File: config.mk
export PLATFORM = sky130hd
export DESIGN_NAME = cache
export DESIGN_NICKNAME = d
export VERILOG_FILES = /design/src/rtl/cache.sv
export SDC_FILE = /design/constraint.sdc
export NUM_CORES = 2
export LEC_CHECK = 0
export ABC_AREA = 1
export CORE_ASPECT_RATIO = 1.2
export CORE_MARGIN = 10
export CORE_UTILIZATION = 30
export DETAILED_ROUTE_END_ITERATION = 10
export SYNTH_ARGS = -nofsm -noshare
export SYNTH_HDL_FRONTEND = slang
export SYNTH_SLANG_ARGS = --single-unit
File: constraint.sdc
create_clock -name clk -period 15.13 [get_ports clk]
set_input_delay 4.539 -clock clk [delete_from_list [all_inputs] [get_ports clk]]
set_output_delay 4.539 -clock clk [all_outputs]
set_load 0.01 [all_outputs]
File: src/rtl/cache.sv
// Direct-mapped, write-back, write-allocate cache with 4-word lines and a block-wide memory port.
// Optional hit/miss performance counters are built only when CACHE_PERF_CNT_EN is defined.
module cache #(
    parameter int INDEX_W = 3
) (
    input  logic         clk,
    input  logic         rst_n,
    input  logic         proc_read,
    input  logic         proc_write,
    input  logic [29:0]  proc_addr,
    input  logic [31:0]  proc_wdata,
    output logic         proc_stall,
    output logic [31:0]  proc_rdata,
    output logic         mem_read,
    output logic         mem_write,
    output logic [27:0]  mem_addr,
    output logic [127:0] mem_wdata,
    input  logic         mem_ready,
    input  logic [127:0] mem_rdata,
    output logic [31:0]  hit_cnt,
    output logic [31:0]  miss_cnt
);

    // state      | meaning
    // S_IDLE     | serve hits; on a miss launch writeback or refill
    // S_WRITEBACK| dirty victim line being written to memory
    // S_ALLOCATE | requested line being read from memory
    typedef enum logic [1:0] {
        S_IDLE      = 2'd0,
        S_WRITEBACK = 2'd1,
        S_ALLOCATE  = 2'd2
    } state_t;

    localparam int TAG_W = 28 - INDEX_W;
    localparam int LINES = 1 << INDEX_W;

    state_t             state_q;
    logic               valid_q [LINES];
    logic               dirty_q [LINES];
    logic [TAG_W-1:0]   tag_q   [LINES];
    logic [127:0]       data_q  [LINES];

    logic [INDEX_W-1:0] miss_idx_q;
    logic [TAG_W-1:0]   miss_tag_q;
    logic               mem_read_q;
    logic               mem_write_q;
    logic [27:0]        mem_addr_q;
    logic [127:0]       mem_wdata_q;

    logic [1:0]         req_off;
    logic [INDEX_W-1:0] req_idx;
    logic [TAG_W-1:0]   req_tag;
    logic               request;
    logic               hit;
    logic               miss;
    logic [127:0]       merged_line;

    assign req_off = proc_addr[1:0];
    assign req_idx = proc_addr[INDEX_W+1:2];
    assign req_tag = proc_addr[29:INDEX_W+2];
    assign request = proc_read | proc_write;

    assign hit  = (state_q == S_IDLE) & request & valid_q[req_idx] & (tag_q[req_idx] == req_tag);
    assign miss = (state_q == S_IDLE) & request & ~hit;

    assign proc_stall = request & ~hit;
    assign proc_rdata = data_q[req_idx][{req_off, 5'd0} +: 32];

    always_comb begin
        merged_line = data_q[req_idx];
        merged_line[{req_off, 5'd0} +: 32] = proc_wdata;
    end

    // Miss index/tag are latched so a request dropped mid-miss cannot disturb the transfer.
    always_ff @(posedge clk) begin
        if (!rst_n) begin
            state_q     <= S_IDLE;
            miss_idx_q  <= '0;
            miss_tag_q  <= '0;
            mem_read_q  <= 1'b0;
            mem_write_q <= 1'b0;
            mem_addr_q  <= '0;
            mem_wdata_q <= '0;
            for (int i = 0; i < LINES; i++) begin
                valid_q[i] <= 1'b0;
                dirty_q[i] <= 1'b0;
                tag_q[i]   <= '0;
                data_q[i]  <= '0;
            end
        end else begin
            case (state_q)
                S_IDLE: begin
                    if (hit && proc_write) begin
                        data_q[req_idx]  <= merged_line;
                        dirty_q[req_idx] <= 1'b1;
                    end else if (miss) begin
                        miss_idx_q <= req_idx;
                        miss_tag_q <= req_tag;
                        if (valid_q[req_idx] && dirty_q[req_idx]) begin
                            state_q     <= S_WRITEBACK;
                            mem_write_q <= 1'b1;
                            mem_addr_q  <= {tag_q[req_idx], req_idx};
                            mem_wdata_q <= data_q[req_idx];
                        end else begin
                            state_q    <= S_ALLOCATE;
                            mem_read_q <= 1'b1;
                            mem_addr_q <= {req_tag, req_idx};
                        end
                    end
                end
                S_WRITEBACK: begin
                    if (mem_ready) begin
                        state_q     <= S_ALLOCATE;
                        mem_write_q <= 1'b0;
                        mem_wdata_q <= '0;
                        mem_read_q  <= 1'b1;
                        mem_addr_q  <= {miss_tag_q, miss_idx_q};
                    end
                end
                S_ALLOCATE: begin
                    if (mem_ready) begin
                        state_q             <= S_IDLE;
                        mem_read_q          <= 1'b0;
                        mem_addr_q          <= '0;
                        data_q[miss_idx_q]  <= mem_rdata;
                        valid_q[miss_idx_q] <= 1'b1;
                        dirty_q[miss_idx_q] <= 1'b0;
                        tag_q[miss_idx_q]   <= miss_tag_q;
                    end
                end
                default: begin
                    state_q <= S_IDLE;
                end
            endcase
        end
    end

    assign mem_read  = mem_read_q;
    assign mem_write = mem_write_q;
    assign mem_addr  = mem_addr_q;
    assign mem_wdata = mem_wdata_q;

`ifdef CACHE_PERF_CNT_EN
    logic        refilled_q;
    logic [31:0] hit_cnt_q;
    logic [31:0] miss_cnt_q;

    // The completing cycle after a refill is part of the miss, not a separate hit.
    always_ff @(posedge clk) begin
        if (!rst_n) begin
            refilled_q <= 1'b0;
            hit_cnt_q  <= '0;
            miss_cnt_q <= '0;
        end else begin
            refilled_q <= (state_q == S_ALLOCATE) && mem_ready;
            if (hit && !refilled_q) begin
                hit_cnt_q <= hit_cnt_q + 32'd1;
            end
            if (miss) begin
                miss_cnt_q <= miss_cnt_q + 32'd1;
            end
        end
    end

    assign hit_cnt  = hit_cnt_q;
    assign miss_cnt = miss_cnt_q;
`else
    assign hit_cnt  = 32'd0;
    assign miss_cnt = 32'd0;
`endif

endmodule

==> flow_summary.toml <==
[routing]
remaining_drc_errors = 0
detail_route.first_pass.iterations = 7
post_drt_wl_per_cell_microns = 26.6
route.detailed.vias_per_inst = 5.48
first_iter_violations = 7502
detail-route-antenna-nets = 0
overall_routed_net_length_microns = 274000
count_of_vias_placed_by_the_detailed_router = 56500

[synth]
postSynthRegisterBits = 1428
postSynthCellCount = 7140
synth.largest_area_cell = "sky130_fd_sc_hd__edfxtp_1"
synthFlopType = "sky130_fd_sc_hd__edfxtp_1"
syn-cell-area_sq_mm = 0.0662
yosys.area.top_type_share_pct = 55.6
seq_area_frac_synth_pct = 61.7
post_synth.cell_area_avg_sq_um = 9.27
synth_enable_flop_cells = 1224
post_synth_most_frequent_cells = "sky130_fd_sc_hd__nor2_1, sky130_fd_sc_hd__edfxtp_1, sky130_fd_sc_hd__nand2_1"
synthesis.yosys.warnings = 0
synth_async_sr_flop_share_pct = 0
synth.lib_cells_used.distinct = 27
most_common_cell_in_the_netlist = "sky130_fd_sc_hd__nor2_1"
synth.area.top_cells = "sky130_fd_sc_hd__edfxtp_1, sky130_fd_sc_hd__nor2_1, sky130_fd_sc_hd__dfxtp_1"

[run]
maxCapViolations = 0

[global_route]
grt_pass1_vias = 53500
overflow = 0
gr-usage-all-layers_pct = 21.7
grt_pass1_wl_microns = 388000
antenna_found_initial = 27
grt_start_max_net_pins = 196

[floorplanning]
dieWidth_microns = 449
design.core.area_sq_mm = 0.219
die_area_sq_mm = 0.240
io_pins = 450
start_util_pct = 30.2
placementRows = 188
die_height_microns = 534

[sta]
hold_violations = 0
max_slew.worst_pin.slew_ps = 1280
final_min_period_over_clock_period_pct = 87.0
timing.final.crit_period_ps = 13160
max_slew_margin_pct = 14.4
fin_setup_tns_ps = 0
hold-worst-slack_ps = 459
worst_slack_ps = 1970
max_clock_freq_mhz = 76.0
final.setup_skew_ps = 87.7
report.final.slew_viol_count = 0
rsz_0062_raised_after_global_routing = "false"
setup_violations = 0

[power_and_ir_drop]
power.share.switching_pct = 32.6
cell_pwr_density_mw_per_mm2 = 136
p_clk_share_pct = 35.1
power_report.internal_total_uw = 7070
power.static_leakage_uw = 0.0284
vdd_drop_max_uv = 155
p_comb_share_pct = 20.9
p_sw_uw = 3430
fraction_of_power_consumed_by_sequential_logic_pct = 44.0

[setup_path]
worst_path_most_repeated_cell = "sky130_fd_sc_hd__nand2_1"
critical_path_required_ps = 10590
cpLargestDelayFamily = "buffers and inverters"
cp_max_fo = 131
ordered_cell_list_for_the_critical_path = "buf_8 > inv_8 > buf_12 > o21ai_0 > o22ai_1 > nand2_1 > nand2_1 > inv_1 > nand2_1 > o21ai_0 > o22ai_1 > clkdlybuf4s50_1"
cp-end-kind = "output port"
critical_path.n_buffers_inverters = 5
cpPeakStageDelay_ps = 760
timing.setup.critical_path_class = "in2out"
slowest_stage = "sky130_fd_sc_hd__o22ai_1"
critPathLaunchType = "input port"
cp_data_arrival_time_ps = 8630

[clock_tree]
clk-insertion-delay-late_ps = 850
cts.root.buffer_cell = "sky130_fd_sc_hd__clkbuf_16"
post_cts_resize_count = 0
numClockSinks = 1428
clock_tree.buffer_depth = 3
cts-buffers-inserted = 151
cts-hold-fix-buffers = 0
clk_slew_on_worst_s_h_paths_ps = 50
tritoncts = "yes"
htreeDepth = 4
cts_setup_buffers = 0

[cells_and_area]
layout-drive-gt1-share_pct = 4.83
fin_nets = 7424
synthToLayoutAreaGrowth_pct = 16.5
layout.cells.non_filler = 10300
stdcell_area_sq_mm = 0.0771

[place]
dpl_cell_area_sq_mm = 0.0722
place_ws_ps = 1990
dp_hpwl_microns = 166000
io_buffers = 385
final_estimated_routing_congestion_in_global_placement = 0.972
dpl.cell_count = 10000

[worst_hold_path]
hold_class = "reg2reg"

[status]
run_status = "complete, no violations"
-- worst paths after layout --
path	slack, ps	to	depth (start not counted)	from
worst max-delay path	1970	proc_rdata[30]	12	proc_addr[2]
worst min-delay path	460	valid_q[1]	2	valid_q[1]
worst max register to register	9610	data_q[5][14]	11	state_q[0]
worst min register to register	460	valid_q[1]	2	valid_q[1]
-- worst reg2reg max path, delay by kind of cell, from the launching register on --
kind | cells | cell delay, ps
flops | 1 | 340
fa+ha+maj | 1 | 270
simple gates | 5 | 2970
compound gates | 1 | 230
buf+inv | 4 | 1280
-- power groups by stage --
stage                     logic (uW)  clock network (uW)  registers, uW
final                           2200                3680           4610
after global routing            2330                3870           4630
after CTS                       2140                3720           4610
after detailed placement        2130                   0           4690
after global placement          2120                   0           4690
after floorplan                 1190                   0           4720
-- placed cells by master (no fill, tap or decap), types with 82 or more instances in the layout --
master,n
sky130_fd_sc_hd__a21oi_1,214
sky130_fd_sc_hd__clkbuf_16,151
sky130_fd_sc_hd__inv_1,282
sky130_fd_sc_hd__clkdlybuf4s50_1,380
sky130_fd_sc_hd__edfxtp_1,1224
sky130_fd_sc_hd__o21ai_0,734
sky130_fd_sc_hd__dfxtp_1,204
sky130_fd_sc_hd__nand3_1,152
sky130_fd_sc_hd__nor2_1,1964
sky130_fd_sc_hd__o22ai_1,368
sky130_fd_sc_hd__buf_4,82
sky130_fd_sc_hd__nand2_1,1000
sky130_fd_sc_hd__nand4_1,157
-- per-layer routing --
layer	vias up	track usage (%)	share of wire [%]
met5	-	0	0.045
met4	18	13.8	7.4
met3	818	6.87	12
met2	3856	33.6	44
met1	27300	26.1	36
li1	24500	-	-
-- flip-flops by register name, summed over array words and instances (netlist names) --
| signal | count |
|---|---|
| data_q | 1024 |
| tag_q | 200 |
| mem_wdata | 128 |
| mem_addr | 28 |
| miss_tag_q | 25 |
| dirty_q | 8 |
| valid_q | 8 |
| miss_idx_q | 3 |
| state_q | 2 |
| mem_read | 1 |
| mem_write | 1 |
-- cells by family (layout without fill, tap and decap cells) --
group,count (synthesis),in the layout,share of synthesized area [%]
xor+xnor,1,1,0.0132
compound gates,1448,1448,12.1
fa+ha+maj,9,9,0.170
buf+inv,932,1075,6.14
other cells,1,76,0.00567
flops,1428,1428,61.7
simple gates,3321,3321,19.8
-- final cells by class --
class | instances | area, sq um
timing repair buffer | 479 | 4730
fill | 22100 | 142000
clock buffer | 198 | 4000
clock inverter | 81 | 861
multi-input combinational | 4843 | 21700
sequential | 1428 | 40800
antenna | 12 | 30.0
tap | 2945 | 3680
inverter | 317 | 1210
-- stage by stage --
step,utilization (%),total power [uW]
after CTS,35.2,10500
after floorplan,-,5910
after global routing,35.2,10800
after global placement,33.0,6810
after detailed placement,33.0,6830
final,35.2,10500
Note: power is estimated with default switching activity, not from simulation.
